`config.mk`:
```
export PLATFORM = sky130hd
export DESIGN_NAME = cache_req_sequencer_flat
export DESIGN_NICKNAME = d
export VERILOG_FILES = /design/src/rtl/cache_req_sequencer_pkg.sv /design/src/rtl/cache_req_sequencer_if.sv /design/src/rtl/cache_req_sequencer_timer.sv /design/src/rtl/cache_req_sequencer.sv /design/src/flat_wrapper.sv
export SDC_FILE = /design/constraint.sdc
export NUM_CORES = 1
export LEC_CHECK = 0
export CELL_PAD_IN_SITES_DETAIL_PLACEMENT = 1
export CELL_PAD_IN_SITES_GLOBAL_PLACEMENT = 1
export CORE_UTILIZATION = 38
export CTS_CLUSTER_SIZE = 8
export DETAILED_ROUTE_END_ITERATION = 8
export GPL_TIMING_DRIVEN = 0
export HOLD_SLACK_MARGIN = 0.02
export PLACE_DENSITY = 0.8
export SLEW_MARGIN = 20
export SYNTH_ARGS = -nofsm -noshare
export SYNTH_HDL_FRONTEND = slang
export SYNTH_HIERARCHICAL = 1
export SYNTH_SLANG_ARGS = --single-unit
```
`constraint.sdc`:
```
create_clock -name clk -period 8.2 [get_ports clk]
set_input_delay 2.05 -clock clk [delete_from_list [all_inputs] [get_ports clk]]
set_output_delay 2.05 -clock clk [all_outputs]
set_load 0.02 [all_outputs]
```
`src/rtl/cache_req_sequencer_pkg.sv`:
```
// Shared definitions for the cache request sequencer.
//   - message type / len encodings
//   - sequencer FSM state enum
//   - bit offsets of each field inside the packed request/response messages
// Request  msg: {type[1:0], opaque, addr, len[1:0], data}
// Response msg: {type[1:0], opaque, len[1:0], data}
package cache_seq_pkg;

    localparam logic [1:0] TYPE_READ  = 2'd0;
    localparam logic [1:0] TYPE_WRITE = 2'd1;
    localparam logic [1:0] LEN_FULL   = 2'd0;

    typedef enum logic [2:0] {
        IDLE,
        WR_REQ,
        WR_RESP,
        RECFG,
        RD_REQ,
        RD_RESP,
        DONE
    } seq_state_e;

    function automatic int req_len_lsb(int data_w);
        return data_w;
    endfunction

    function automatic int req_addr_lsb(int data_w);
        return data_w + 2;
    endfunction

    function automatic int req_opaque_lsb(int addr_w, int data_w);
        return data_w + 2 + addr_w;
    endfunction

    function automatic int req_type_lsb(int opaque_w, int addr_w, int data_w);
        return data_w + 2 + addr_w + opaque_w;
    endfunction

    function automatic int resp_len_lsb(int data_w);
        return data_w;
    endfunction

    function automatic int resp_opaque_lsb(int data_w);
        return data_w + 2;
    endfunction

    function automatic int resp_type_lsb(int opaque_w, int data_w);
        return data_w + 2 + opaque_w;
    endfunction

endpackage

```
`src/rtl/cache_req_sequencer_if.sv`:
```
// Cache request/response handshake bundle.
//   cachereq_*  : sequencer -> cache (msg, val) / cache -> sequencer (rdy)
//   cacheresp_* : cache -> sequencer (msg, val) / sequencer -> cache (rdy)
// master = sequencer side, slave = cache/memory side.
interface cache_req_sequencer_if #(
    parameter int OPAQUE_W = 8,
    parameter int ADDR_W   = 32,
    parameter int DATA_W   = 32
);
    localparam int REQ_W  = 4 + OPAQUE_W + ADDR_W + DATA_W;
    localparam int RESP_W = 4 + OPAQUE_W + DATA_W;

    logic [REQ_W-1:0]  cachereq_msg;
    logic              cachereq_val;
    logic              cachereq_rdy;
    logic [RESP_W-1:0] cacheresp_msg;
    logic              cacheresp_val;
    logic              cacheresp_rdy;

    modport master (
        output cachereq_msg, cachereq_val, cacheresp_rdy,
        input  cachereq_rdy, cacheresp_msg, cacheresp_val
    );

    modport slave (
        input  cachereq_msg, cachereq_val, cacheresp_rdy,
        output cachereq_rdy, cacheresp_msg, cacheresp_val
    );
endinterface

```
`src/rtl/cache_req_sequencer_timer.sv`:
```
// Shared down-counter used both for the reconfiguration settle wait and
// for the response timeout.
//   load/load_val : restart the count at load_val
//   expire        : count has reached zero (holds there until reloaded)
module cache_seq_timer #(
    parameter int W = 8
) (
    input  logic         clk,
    input  logic         reset,
    input  logic         load,
    input  logic [W-1:0] load_val,
    output logic         expire
);
    logic [W-1:0] cnt;

    always_ff @(posedge clk or posedge reset) begin
        if (reset)             cnt <= '0;
        else if (load)         cnt <= load_val;
        else if (cnt != '0)    cnt <= cnt - 1'b1;
    end

    assign expire = (cnt == '0);
endmodule

```
`src/rtl/cache_req_sequencer.sv`:
```
// Cache request sequencer: issues NUM_REQ writes (addr = base + i*stride,
// data = seed + i), switches reconfiguration and settles RECFG_WAIT cycles,
// then reads the same addresses back and counts mismatching responses.
//   clk, reset       : clock, async active-high reset
//   start, base_addr, stride, seed, recfg_wr, recfg_rd : run controls
//   bus (master)     : cache request/response handshakes
//   reconfiguration  : mode for the current phase
//   busy/done/pass/timeout/err_count : run status
// RECFG_WAIT and TIMEOUT must be >= 1.
module cache_req_sequencer
    import cache_seq_pkg::*;
#(
    parameter int OPAQUE_W   = 8,
    parameter int ADDR_W     = 32,
    parameter int DATA_W     = 32,
    parameter int NUM_REQ    = 16,
    parameter int RECFG_W    = 2,
    parameter int RECFG_WAIT = 4,
    parameter int TIMEOUT    = 255
) (
    input  logic                 clk,
    input  logic                 reset,
    input  logic                 start,
    input  logic [ADDR_W-1:0]    base_addr,
    input  logic [ADDR_W-1:0]    stride,
    input  logic [DATA_W-1:0]    seed,
    input  logic [RECFG_W-1:0]   recfg_wr,
    input  logic [RECFG_W-1:0]   recfg_rd,
    cache_req_sequencer_if.master bus,
    output logic [RECFG_W-1:0]   reconfiguration,
    output logic                 busy,
    output logic                 done,
    output logic                 pass,
    output logic                 timeout,
    output logic [15:0]          err_count
);
    localparam int REQ_TYPE = req_type_lsb(OPAQUE_W, ADDR_W, DATA_W);
    localparam int REQ_OPQ  = req_opaque_lsb(ADDR_W, DATA_W);
    localparam int REQ_ADDR = req_addr_lsb(DATA_W);
    localparam int REQ_LEN  = req_len_lsb(DATA_W);
    localparam int RSP_TYPE = resp_type_lsb(OPAQUE_W, DATA_W);
    localparam int RSP_OPQ  = resp_opaque_lsb(DATA_W);
    localparam int RSP_LEN  = resp_len_lsb(DATA_W);
    localparam int TMR_MAX  = (TIMEOUT > RECFG_WAIT) ? TIMEOUT : RECFG_WAIT;
    localparam int TMR_W    = $clog2(TMR_MAX + 1);
    localparam logic [OPAQUE_W-1:0] LAST_IDX = OPAQUE_W'(NUM_REQ - 1);

    seq_state_e          state, next;
    logic [OPAQUE_W-1:0] idx;
    logic [ADDR_W-1:0]   cur_addr, base_q, stride_q;
    logic [DATA_W-1:0]   seed_q, exp_data;
    logic [RECFG_W-1:0]  recfg_rd_q;
    logic                tmr_load, tmr_expire;
    logic [TMR_W-1:0]    tmr_val;
    logic                in_resp, resp_fire, wait_expired, last, mismatch;
    logic [1:0]          rsp_type, exp_type, unused_rsp_len;
    logic [OPAQUE_W-1:0] rsp_opq;
    logic [DATA_W-1:0]   rsp_data;

    assign exp_data       = seed_q + DATA_W'(idx);
    assign last           = (idx == LAST_IDX);
    assign in_resp        = (state == WR_RESP) || (state == RD_RESP);
    assign resp_fire      = bus.cacheresp_val && bus.cacheresp_rdy;
    assign wait_expired   = in_resp && !bus.cacheresp_val && tmr_expire;
    assign rsp_type       = bus.cacheresp_msg[RSP_TYPE +: 2];
    assign rsp_opq        = bus.cacheresp_msg[RSP_OPQ +: OPAQUE_W];
    assign rsp_data       = bus.cacheresp_msg[0 +: DATA_W];
    assign unused_rsp_len = bus.cacheresp_msg[RSP_LEN +: 2];
    assign exp_type       = (state == WR_RESP) ? TYPE_WRITE : TYPE_READ;
    assign mismatch       = (rsp_type != exp_type) || (rsp_opq != idx) ||
                            ((state == RD_RESP) && (rsp_data != exp_data));

    cache_seq_timer #(.W(TMR_W)) u_timer (
        .clk      (clk),
        .reset    (reset),
        .load     (tmr_load),
        .load_val (tmr_val),
        .expire   (tmr_expire)
    );

    always_ff @(posedge clk or posedge reset) begin
        if (reset) state <= IDLE;
        else       state <= next;
    end

    always_comb begin
        next = state;
        case (state)
            IDLE, DONE: if (start) next = WR_REQ;
            WR_REQ:     if (bus.cachereq_rdy) next = WR_RESP;
            WR_RESP: begin
                if (bus.cacheresp_val) next = last ? RECFG : WR_REQ;
                else if (tmr_expire)   next = DONE;
            end
            RECFG:      if (tmr_expire) next = RD_REQ;
            RD_REQ:     if (bus.cachereq_rdy) next = RD_RESP;
            RD_RESP: begin
                if (bus.cacheresp_val) next = last ? DONE : RD_REQ;
                else if (tmr_expire)   next = DONE;
            end
            default:    next = IDLE;
        endcase
    end

    always_comb begin
        bus.cachereq_val  = (state == WR_REQ) || (state == RD_REQ);
        bus.cacheresp_rdy = in_resp;
        busy              = (state != IDLE) && (state != DONE);
        done              = (state == DONE);
        pass              = (state == DONE) && (err_count == '0) && !timeout;
        // Timer restarts on every entry into a wait state; RESP is always
        // entered from a REQ state, so each response gets a fresh window.
        tmr_load = (next != state) &&
                   ((next == WR_RESP) || (next == RD_RESP) || (next == RECFG));
        tmr_val  = (next == RECFG) ? TMR_W'(RECFG_WAIT - 1) : TMR_W'(TIMEOUT - 1);
        bus.cachereq_msg = '0;
        if (bus.cachereq_val) begin
            bus.cachereq_msg[REQ_TYPE +: 2]        = (state == WR_REQ) ? TYPE_WRITE : TYPE_READ;
            bus.cachereq_msg[REQ_OPQ +: OPAQUE_W]  = idx;
            bus.cachereq_msg[REQ_ADDR +: ADDR_W]   = cur_addr;
            bus.cachereq_msg[REQ_LEN +: 2]         = LEN_FULL;
            bus.cachereq_msg[0 +: DATA_W]          = (state == WR_REQ) ? exp_data : '0;
        end
    end

    // Run datapath. Address is accumulated rather than multiplied.
    always_ff @(posedge clk or posedge reset) begin
        if (reset) begin
            idx             <= '0;
            cur_addr        <= '0;
            base_q          <= '0;
            stride_q        <= '0;
            seed_q          <= '0;
            recfg_rd_q      <= '0;
            reconfiguration <= '0;
            err_count       <= '0;
            timeout         <= 1'b0;
        end else begin
            if (start && !busy) begin
                base_q          <= base_addr;
                stride_q        <= stride;
                seed_q          <= seed;
                recfg_rd_q      <= recfg_rd;
                reconfiguration <= recfg_wr;
                idx             <= '0;
                cur_addr        <= base_addr;
                err_count       <= '0;
                timeout         <= 1'b0;
            end
            if (resp_fire) begin
                if (mismatch && (err_count != 16'hFFFF)) err_count <= err_count + 16'd1;
                if (!last) begin
                    idx      <= idx + 1'b1;
                    cur_addr <= cur_addr + stride_q;
                end else if (state == WR_RESP) begin
                    // Last write acknowledged: nothing outstanding, safe to switch mode.
                    idx             <= '0;
                    cur_addr        <= base_q;
                    reconfiguration <= recfg_rd_q;
                end
            end
            if (wait_expired) timeout <= 1'b1;
        end
    end
endmodule

```
`src/flat_wrapper.sv`:
```
// flat-port wrapper written by rule: the top's interface ports become plain ports
module cache_req_sequencer_flat import cache_seq_pkg::*;
#(
    parameter int OPAQUE_W   = 8,
    parameter int ADDR_W     = 32,
    parameter int DATA_W     = 32,
    parameter int NUM_REQ    = 16,
    parameter int RECFG_W    = 2,
    parameter int RECFG_WAIT = 4,
    parameter int TIMEOUT    = 255
)
  (clk, reset, start, base_addr, stride, seed, recfg_wr, recfg_rd, reconfiguration, busy, done, pass, timeout, err_count, bus_cachereq_msg, bus_cachereq_val, bus_cacheresp_rdy, bus_cachereq_rdy, bus_cacheresp_msg, bus_cacheresp_val);
  cache_req_sequencer_if #(.OPAQUE_W(OPAQUE_W), .ADDR_W(ADDR_W), .DATA_W(DATA_W)) bus_i ();
  input  logic clk;
  input  logic reset;
  input  logic start;
  input  logic [ADDR_W-1:0] base_addr;
  input  logic [ADDR_W-1:0] stride;
  input  logic [DATA_W-1:0] seed;
  input  logic [RECFG_W-1:0] recfg_wr;
  input  logic [RECFG_W-1:0] recfg_rd;
  output logic [RECFG_W-1:0] reconfiguration;
  output logic busy;
  output logic done;
  output logic pass;
  output logic timeout;
  output logic [15:0] err_count;
  output wire logic [$bits(bus_i.cachereq_msg)-1:0] bus_cachereq_msg;
  output wire logic [$bits(bus_i.cachereq_val)-1:0] bus_cachereq_val;
  output wire logic [$bits(bus_i.cacheresp_rdy)-1:0] bus_cacheresp_rdy;
  input wire logic [$bits(bus_i.cachereq_rdy)-1:0] bus_cachereq_rdy;
  input wire logic [$bits(bus_i.cacheresp_msg)-1:0] bus_cacheresp_msg;
  input wire logic [$bits(bus_i.cacheresp_val)-1:0] bus_cacheresp_val;
  assign bus_cachereq_msg = bus_i.cachereq_msg;
  assign bus_cachereq_val = bus_i.cachereq_val;
  assign bus_cacheresp_rdy = bus_i.cacheresp_rdy;
  assign bus_i.cachereq_rdy = bus_cachereq_rdy;
  assign bus_i.cacheresp_msg = bus_cacheresp_msg;
  assign bus_i.cacheresp_val = bus_cacheresp_val;
  cache_req_sequencer #(.OPAQUE_W(OPAQUE_W), .ADDR_W(ADDR_W), .DATA_W(DATA_W), .NUM_REQ(NUM_REQ), .RECFG_W(RECFG_W), .RECFG_WAIT(RECFG_WAIT), .TIMEOUT(TIMEOUT)) u_core (.clk(clk), .reset(reset), .start(start), .base_addr(base_addr), .stride(stride), .seed(seed), .recfg_wr(recfg_wr), .recfg_rd(recfg_rd), .bus(bus_i), .reconfiguration(reconfiguration), .busy(busy), .done(done), .pass(pass), .timeout(timeout), .err_count(err_count));
endmodule
```
==> results.sh, run 1 <==
export IMPL_outcome="finished clean"
export IMPL_fp_dieH_um=177
export IMPL_synthCells=1438
export IMPL_worst_path_max_delay_cell="clkdlybuf4s50_1"
export IMPL_grt_usage=0.286
export IMPL_dpl_hpwl_mm=33.7
export IMPL_min_from="u_core/base_q[28]$_DFFE_PP0P_"
export IMPL_synth_common_cells="nand2_1, dfrtp_1, nor2_1"
export IMPL_num_rows=63
export IMPL_wirelength_mm=44.5
export IMPL_fmax_mhz=171
export IMPL_max_slew_worst_pin_slew_ps=999
export IMPL_cp_max_fo=8
export IMPL_grt_pass1_vias=12500
export IMPL_total_power_mw=5.53
export IMPL_yosysMostFrequentCell="nand2_1"
export IMPL_io_pins=249
export IMPL_die_area_um2=31400
export IMPL_post_route_drc_count=0
export IMPL_cts_buffers=17
export IMPL_synthTopCellsByArea="dfrtp_1, nand2_1, ha_1"
export IMPL_port_buffers=242
export IMPL_r2r_start="u_core/idx[0]$_DFF_PP0_"
export IMPL_crit_path_max_incr_delay_ps=610
export IMPL_max_slew_margin_rel=0.332
export IMPL_routedWlPerCell_um=21.1
export IMPL_critical_path_class="reg2out"
export IMPL_grt_max_degree=88
export IMPL_vdd_drop_max_mv=0.168
export IMPL_drtIter0Drc=803
export IMPL_cp_arrival_ps=3810
export IMPL_synth_seq_area_share=0.360
export IMPL_end_kind="primary output"
export IMPL_cts_root_buf="clkbuf_16"
export IMPL_period_share=0.715
export IMPL_pwr_density_cell_nw_per_um2=363
export IMPL_via_count=12000
export IMPL_hold_slack_ps=484
export IMPL_post_route_cell_area_um2=15200
export IMPL_antenna_found_initial=3
export IMPL_synth_seq_cells=168
export IMPL_cts_buffer_depth=2
export IMPL_start_util=0.390
export IMPL_cts_sinks=168
export IMPL_placed_cell_area_um2=14600
export IMPL_final_setup_viol_count=0
export IMPL_finalWeightedCongestion=0.933
export IMPL_grt_pass1_wl_mm=69.4
export IMPL_hold_viol=0
export IMPL_yosysTopAreaCellShare=0.360
export IMPL_ant_nets=0
export IMPL_postCtsSetupRepairBufs=0
export IMPL_nFillCells=3582
export IMPL_start_kind="flip-flop"
export IMPL_grt_remaining_overflow=0
export IMPL_rsz0062_at_grt="false"
export IMPL_ctsResizeCount=0
export IMPL_cts_hold_buf=0
export IMPL_cts_reportedPaths_clkPinSlew_ps=70
export IMPL_clkLatencyLatePin_ps=440
export IMPL_yosysTopAreaCell="dfrtp_1"
export IMPL_ys_types=93
export IMPL_drive_gt1_frac=0.0455
export IMPL_avgSynthCellArea_um2=8.12
export IMPL_ys_flop_type="dfrtp_1"
export IMPL_synth_edff_count=0
export IMPL_first_pass_iters=6
export IMPL_cts_tree="built"
export IMPL_areaGrowthSynthToFinish_pct=30.6
export IMPL_critical_path_startpoint="u_core/idx[0]$_DFF_PP0_"
export IMPL_cts_htree_levels=4
export IMPL_fin_crit_ps=5860
export IMPL_max_cap_violations=0
export IMPL_p_leak_nw=6.81
export IMPL_die_w_um=177
export IMPL_viasPerCell=5.68
export IMPL_final_max_slew_violation_count=0
export IMPL_core_area_um2=30000
export IMPL_async_flop_share=1.00
export IMPL_required_ps=6150
export IMPL_ys_warn_count=6
export IMPL_clock_skew_ps=13.1
export IMPL_hp_class="reg2reg"
export IMPL_crit_path_cell_trace="ha_1 -> inv_1 -> fa_1 -> nor2b_1 -> o21bai_2 -> a211oi_4 -> nand3_1 -> xor2_1 -> nor2_1 -> clkdlybuf4s50_1"
export IMPL_nets=1896
export IMPL_netlist_area_um2=11700
## per-stage QoR
stage	setup TNS, ps	setup slack [ps]	std cells	utilization
after detailed placement	0	2890	2073	0.488
after CTS	0	2380	2105	0.508
after floorplan	0	1830	1440	-
final	0	2340	2108	0.509
after global placement	-120840	-773	2072	0.487
after global routing	0	2140	2106	0.509
## per-layer routing
layer / track usage / wire (um)
met1: 0.379 / 19700
met2: 0.481 / 21300
met3: 0.0314 / 2530
met4: 0.101 / 1060
met5: 0 / 0
## worst max-delay path: cells and delay by family (launching register included)
family | cells | cell delay [ps]
flops | 1 | 580
simple gates | 3 | 590
compound gates | 2 | 690
buf+inv | 2 | 670
xor+xnor | 1 | 200
fa+ha+maj | 2 | 650
## area by class of cell
type,count,area (um2),share of cell area
sequential,168,4200,0.276
clock inverter,14,171,0.0112
timing repair buffer,243,2450,0.161
antenna,3,7.51,0.000493
inverter,30,120,0.00788
clock buffer,18,429,0.0282
multi-input combinational,1159,7010,0.460
buffer,83,362,0.0237
tap,390,488,0.0320
## final timing paths
| check | end | slack (ps) | depth (start not counted) |
|---|---|---|---|
| max in group asynchronous | u_core/cur_addr[17]$_DFF_PP0_ | 5200 | 3 |
| min in group asynchronous | u_core/u_timer/cnt[1]$_DFFE_PP0P_ | 2020 | 2 |
| hold reg to reg | u_core/base_q[28]$_DFFE_PP0P_ | 480 | 2 |
| setup / recovery | bus_cachereq_msg[24] | 2340 | 10 |
| hold / removal | u_core/base_q[28]$_DFFE_PP0P_ | 480 | 2 |
| setup reg to reg | u_core/err_count[15]$_DFF_PP0_ | 3860 | 14 |
## where the power goes
group	leakage, nW	switching [mW]	internal [mW]
combinational	4.41	1.90	1.31
clock	0.295	0.407	0.440
sequential	2.11	0.295	1.18
## flip-flops by register name, indices dropped and copies added (netlist names), 3 cells and up
register,count
u_core/u_timer/cnt,8
u_core/idx,8
u_core/cur_addr,32
u_core/base_q,32
u_core/err_count,16
u_core/stride_q,32
u_core/seed_q,32
u_core/state,3
## kinds of logic (layout without fill, tap and decap cells)
group / after synthesis / count (layout) / share of synthesized area
and+or+nand+nor: 698 / 698 / 0.275
adders and majority gates: 45 / 45 / 0.0495
xor gates and xnor gates: 93 / 93 / 0.0747
buffers and inverters: 113 / 388 / 0.0406
other: 2 / 7 / 0.000643
DFF: 168 / 168 / 0.360
AOI/OAI and AO/OA: 299 / 299 / 0.182
muxes: 20 / 20 / 0.0173
## cells in the final DEF (no fill, tap or decap), drive strengths merged, types with 9 or more instances in the layout
master         count
a21oi             62
a211oi            11
ha                43
xor2              42
and2              61
clkbuf            80
nand2b            13
nand4             11
o31ai             10
nor4               9
o211ai            14
mux2i             19
clkdlybuf4s50    242
a2111oi           10
nor3              31
a222oi            14
nor2              77
nor2b             15
buf               22
xnor2             47
nand2            392
and3              15
dfrtp            168
o21ai             63
a21o              17
inv               39
a31oi             13
nand3             36
Power figures use the tool's default switching activity.
==> run 2: changes to the inputs <==
CORE_UTILIZATION = 35   (was 38)
PLACE_DENSITY = 0.78   (was 0.8)
clock period = 5.04 ns   (was 8.2 ns; I/O delays follow)
==> run 2 against run 1 <==
Compared with the run above:
- first-iteration DRC count decreased by 9.8%
- power increased by 63%
- register-to-register slack got worse by 2800 ps
- largest cell class unchanged
- largest power group unchanged
==> results.sh, run 2 (synthesized netlist as in run 1, its figures left out) <==
export IMPL_worst_path_max_delay_cell="clkdlybuf4s50_1"
export IMPL_cts_sinks=168
export IMPL_final_cell_mix="nand2_1, clkdlybuf4s50_1, dfrtp_1, nor2_1, clkbuf_1"
export IMPL_vdd_drop_max_mv=0.299
export IMPL_cts_buffer_depth=2
export IMPL_placed_cell_area_um2=14800
export IMPL_cp_max_fo=8
export IMPL_max_slew_worst_pin_slew_ps=938
export IMPL_crit_buf_inv=2
export IMPL_setup_ws_ps=153
export IMPL_period_share=0.970
export IMPL_via_count=11900
export IMPL_layout_commonest_cell="nand2_1"
export IMPL_rsz0062_at_grt="false"
export IMPL_fp_dieH_um=185
export IMPL_die_area_um2=34100
export IMPL_cp_arrival_ps=3630
export IMPL_routedWlPerCell_um=20.8
export IMPL_io_pins=249
export IMPL_port_buffers=242
export IMPL_cts_reportedPaths_clkPinSlew_ps=70
export IMPL_fin_cells=2163
export IMPL_core_area_um2=32700
export IMPL_dp_slack_ps=493
export IMPL_die_w_um=185
export IMPL_r2r_slack_ps=1110
export IMPL_final_max_slew_violation_count=0
export IMPL_finalWeightedCongestion=0.920
export IMPL_max_slew_margin_rel=0.372
export IMPL_hp_class="reg2reg"
export IMPL_cts_root_buf="clkbuf_16"
export IMPL_grt_pass1_wl_mm=69.8
export IMPL_end_kind="primary output"
export IMPL_crit_path_cell_trace="inv_1 -> fa_1 -> nor2b_2 -> o21bai_2 -> a211oi_4 -> nand3_1 -> xor2_1 -> nor2_1 -> clkdlybuf4s50_1"
export IMPL_outcome="finished clean"
export IMPL_fin_tns_setup_ps=0
export IMPL_post_route_drc_count=0
export IMPL_fmax_mhz=205
export IMPL_required_ps=3780
export IMPL_max_cap_violations=0
export IMPL_grt_pass1_vias=12300
export IMPL_clkLatencyLatePin_ps=450
export IMPL_pwr_density_cell_nw_per_um2=584
export IMPL_critical_path_class="reg2out"
export IMPL_first_pass_iters=6
export IMPL_grt_usage=0.268
export IMPL_cts_htree_levels=4
export IMPL_post_route_cell_area_um2=15400
export IMPL_fin_crit_ps=4890
export IMPL_start_util=0.357
export IMPL_cts_hold_buf=0
export IMPL_areaGrowthSynthToFinish_pct=31.9
export IMPL_viasPerCell=5.50
export IMPL_cts_tree="built"
export IMPL_cts_buffers=17
export IMPL_hold_viol=0
export IMPL_ant_nets=0
export IMPL_clock_skew_ps=8.80
export IMPL_drive_gt1_frac=0.0511
export IMPL_crit_path_max_incr_delay_ps=620
export IMPL_grt_remaining_overflow=0
export IMPL_start_kind="flip-flop"
export IMPL_nets=1902
export IMPL_grt_max_degree=33
export IMPL_drtIter0Drc=724
export IMPL_p_leak_nw=6.85
export IMPL_wirelength_mm=45.0
export IMPL_dpl_hpwl_mm=34.6
export IMPL_n_antenna_cell=0
export IMPL_num_rows=66
export IMPL_antenna_found_initial=2
export IMPL_cpLargestDelayFamily="buffers and inverters"
export IMPL_dpl_cell_count=2130
export IMPL_final_setup_viol_count=0
==> run 2: cell types whose count changed in the layout (fill, tap and decap cells not counted), sizes merged <==
| cell | change |
|---|---|
| inv | -6 |
| clkbuf | +2 |
| buf | +6 |
| clkinvlp | +3 |
| clkinv | +1 |
| diode | -3 |
==> run 2: timing repair <==
action / 4_1_cts / 5_1_grt
buffers inserted: 0 / 1
pin swaps: 0 / 1
endpoints found under the hold margin: 0 / 0
gates resized for setup: 1 / 3
endpoints found under the setup margin: 1 / 8
cloned: 0 / 0
==> run 2: worst reg2reg max path, delay by kind of cell (launching register included) <==
kind | cells | cell delay (ps)
AOI/OAI and AO/OA | 6 | 1530
and+or+nand+nor | 3 | 760
DFF | 1 | 590
adders and majority gates | 1 | 490
buffers and inverters | 2 | 290
muxes | 1 | 200
==> run 2: per-layer routing <==
metal | global-route usage | part of all wire
met1 | 0.352 | 0.45
met2 | 0.453 | 0.47
met3 | 0.0441 | 0.059
met4 | 0.0721 | 0.019
met5 | 0 | 0.00067
==> run 2: path summary, 6_finish.rpt <==
path                                                   start                       endpoint  cells after the start
worst max-delay path                 u_core/idx[1]$_DFF_PP0_           bus_cachereq_msg[20]                      9
worst min-delay path            u_core/base_q[4]$_DFFE_PP0P_   u_core/base_q[4]$_DFFE_PP0P_                      2
worst max register to register       u_core/idx[1]$_DFF_PP0_  u_core/err_count[7]$_DFF_PP0_                     13
worst min register to register  u_core/base_q[4]$_DFFE_PP0P_   u_core/base_q[4]$_DFFE_PP0P_                      2
max in group asynchronous                              reset  u_core/cur_addr[27]$_DFF_PP0_                      5
min in group asynchronous                              reset  u_core/err_count[4]$_DFF_PP0_                      2
==> run 2: through the flow <==
| stage | total power, mW | util | hold slack (ps) |
|---|---|---|---|
| detailed placement | 7.58 | 0.452 | 466 |
| global route | 9.65 | 0.471 | 497 |
| CTS | 8.99 | 0.470 | 483 |
| finish | 8.98 | 0.471 | 480 |
| floorplan | 5.74 | - | 440 |
| global placement | 7.38 | 0.448 | 458 |
==> run 2: power by group <==
| group | internal (mW) | leakage, nW | switching (mW) |
|---|---|---|---|
| clock | 0.725 | 0.284 | 0.610 |
| combinational | 2.14 | 4.45 | 3.10 |
| sequential | 1.92 | 2.11 | 0.486 |
| total | 4.78 | 6.85 | 4.20 |
==> run 2: final cells by class <==
class                   count  area (um2)
well taps                 442         553
flip-flops and latches    168        4210
repair buffers            249        2560
clock inverters            12         113
fillers                  3948       17300
inverters                  30         116
clock buffers              20         467
plain buffers              83         362
multi-input cells        1159        7020
==> run 3: changes to the inputs <==
CORE_UTILIZATION = 41   (was 35)
PLACE_DENSITY = 0.86   (was 0.78)
SLEW_MARGIN = 25   (was 20)
clock period = 6.1 ns   (was 5.04 ns; I/O delays follow)
==> run 3 against run 2 <==
Compared with the run above:
- first-iteration DRC count rose by 52%
- global-route usage up 4.4 points
- hold slack barely moved
- combinational power decreased by 17%
- register-to-register slack improved by 810 ps
- clock skew increased by 4.1 ps
- die area decreased by 14%
- count of clock-buffer cells in the layout is the same
- critical endpoint is now bus_cachereq_msg[23]
- largest cell class unchanged
- highest routed layer unchanged
==> results.sh, run 3 (synthesized netlist as in run 1, its figures left out) <==
export IMPL_cts_buffer_depth=2
export IMPL_worst_path_max_delay_cell="clkdlybuf4s50_1"
export IMPL_max_slew_worst_pin_slew_ps=1090
export IMPL_r2r_start="u_core/idx[0]$_DFF_PP0_"
export IMPL_hold_viol=0
export IMPL_grt_usage=0.312
export IMPL_setup_ws_ps=803
export IMPL_cts_tree="built"
export IMPL_cp_max_fo=10
export IMPL_post_route_cell_area_um2=15200
export IMPL_endpoint="bus_cachereq_msg[23]"
export IMPL_use_met2=0.522
export IMPL_cts_root_buf="clkbuf_16"
export IMPL_first_pass_iters=7
export IMPL_grt_max_degree=82
export IMPL_finalWeightedCongestion=0.977
export IMPL_layout_commonest_cell="nand2_1"
export IMPL_register_area_um2=4200
export IMPL_cp_common_cell="nor2_1"
export IMPL_nets=1896
export IMPL_start_kind="flip-flop"
export IMPL_final_cell_mix="nand2_1, clkdlybuf4s50_1, dfrtp_1, nor2_1, clkbuf_1"
export IMPL_period_share=0.868
export IMPL_clkLatencyLatePin_ps=430
export IMPL_multiInputGateArea_um2=7010
export IMPL_r2r_slack_ps=1920
export IMPL_fp_dieH_um=171
export IMPL_grt_remaining_overflow=0
export IMPL_cts_htree_levels=4
export IMPL_grt_pass1_wl_mm=69.7
export IMPL_postCtsSetupRepairBufs=0
export IMPL_p_leak_nw=6.79
export IMPL_final_max_slew_violation_count=0
export IMPL_die_area_um2=29100
export IMPL_viasPerCell=5.72
export IMPL_max_cap_violations=0
export IMPL_dpl_cell_count=2061
export IMPL_critical_path_class="reg2out"
export IMPL_core_area_um2=27900
export IMPL_drtIter0Drc=1102
export IMPL_fin_tns_setup_ps=0
export IMPL_ctsResizeCount=0
export IMPL_io_pins=249
export IMPL_areaGrowthSynthToFinish_pct=30.1
export IMPL_worstRegToRegCells=14
export IMPL_cp_arrival_ps=3770
export IMPL_use_met3=0.0465
export IMPL_fmax_mhz=189
export IMPL_max_slew_margin_rel=0.271
export IMPL_outcome="finished clean"
export IMPL_vdd_drop_max_mv=0.202
export IMPL_cts_hold_buf=0
export IMPL_die_w_um=171
export IMPL_placed_cell_area_um2=14600
export IMPL_dpl_hpwl_mm=33.9
export IMPL_port_buffers=242
export IMPL_crit_path_cell_trace="ha_1 -> a211o_1 -> a21o_1 -> o211a_1 -> buf_2 -> nor2_2 -> nor2_1 -> xnor2_1 -> nor2_1 -> clkdlybuf4s50_1"
export IMPL_cts_buffers=17
export IMPL_fin_crit_ps=5300
export IMPL_cts_sinks=168
export IMPL_path_depth=10
export IMPL_met1_usage=0.409
export IMPL_wirelength_mm=44.8
export IMPL_cts_reportedPaths_clkPinSlew_ps=70
export IMPL_post_route_drc_count=0
export IMPL_clock_skew_ps=12.9
export IMPL_r2r_end="u_core/err_count[13]$_DFF_PP0_"
export IMPL_total_power_mw=7.41
export IMPL_via_count=12000
export IMPL_grt_pass1_vias=12500
export IMPL_drive_gt1_frac=0.0455
export IMPL_end_kind="primary output"
export IMPL_fin_cells=2094
export IMPL_top_usage_layer="met2"
export IMPL_crit_path_max_incr_delay_ps=630
export IMPL_hp_class="reg2reg"
export IMPL_ant_nets=0
export IMPL_antenna_found_initial=2
export IMPL_dp_slack_ps=1310
export IMPL_pwr_density_cell_nw_per_um2=488
export IMPL_cpLargestDelayFamily="buffers and inverters"
export IMPL_nFillCells=3391
export IMPL_start_util=0.419
export IMPL_routedWlPerCell_um=21.4
export IMPL_num_rows=61
export IMPL_rsz0062_at_grt="false"
export IMPL_critical_path_startpoint="u_core/idx[2]$_DFF_PP0_"
export IMPL_required_ps=4580
export IMPL_crit_buf_inv=2
export IMPL_final_setup_viol_count=0
-- run 3: per-layer routing --
metal / wire (um) / vias up / share of wire
li1: - / 5533 / -
met1: 19400 / 5922 / 0.43
met2: 21200 / 446 / 0.47
met3: 2860 / 75 / 0.064
met4: 1350 / 2 / 0.030
met5: 17 / - / 0.00038
-- run 3: worst min path at each step --
| stage | slack (ps) | start | depth (start not counted) | to |
|---|---|---|---|---|
| floorplan | 440 | u_core/base_q[3]$_DFFE_PP0P_ | 2 | u_core/base_q[3]$_DFFE_PP0P_ |
| global placement | 460 | u_core/base_q[30]$_DFFE_PP0P_ | 2 | u_core/base_q[30]$_DFFE_PP0P_ |
| detailed placement | 470 | u_core/base_q[4]$_DFFE_PP0P_ | 2 | u_core/base_q[4]$_DFFE_PP0P_ |
| CTS | 480 | u_core/base_q[17]$_DFFE_PP0P_ | 2 | u_core/base_q[17]$_DFFE_PP0P_ |
| global route | 510 | u_core/base_q[25]$_DFFE_PP0P_ | 2 | u_core/base_q[25]$_DFFE_PP0P_ |
| finish | 480 | u_core/base_q[17]$_DFFE_PP0P_ | 2 | u_core/base_q[17]$_DFFE_PP0P_ |
-- run 3: worst register-to-register path: stages (launching register included) --
cell,delay [ps]
dfrtp_1,570
ha_1,240
inv_1,60
fa_1,410
nor2b_1,250
o21bai_2,200
a211oi_4,470
a21oi_1,130
a2111oi_0,420
o2111ai_1,310
nor4_2,450
a21oi_2,120
buf_6,170
nand4b_1,120
mux2i_1,210
-- run 3: cell type report --
cell class,count,share of cell area
Antenna cell,1,0.000165
Buffer,83,0.0238
Clock buffer,20,0.0301
Clock inverter,12,0.00717
Inverter,30,0.00791
Multi-Input combinational cell,1159,0.461
Sequential cell,168,0.277
Tap cell,378,0.0311
Timing Repair Buffer,243,0.161
-- run 3: metrics by stage --
step                utilization  hold slack (ps)
floorplan                     -              440
global placement          0.523              457
detailed placement        0.525              466
CTS                       0.545              482
global route              0.545              509
finish                    0.545              480
-- run 3: power by group --
part           switching (mW)  internal, mW  leakage [nW]
clock network           0.509         0.558         0.270
logic                    2.60          1.76          4.41
registers               0.399          1.58          2.11
total                    3.50          3.91          6.79
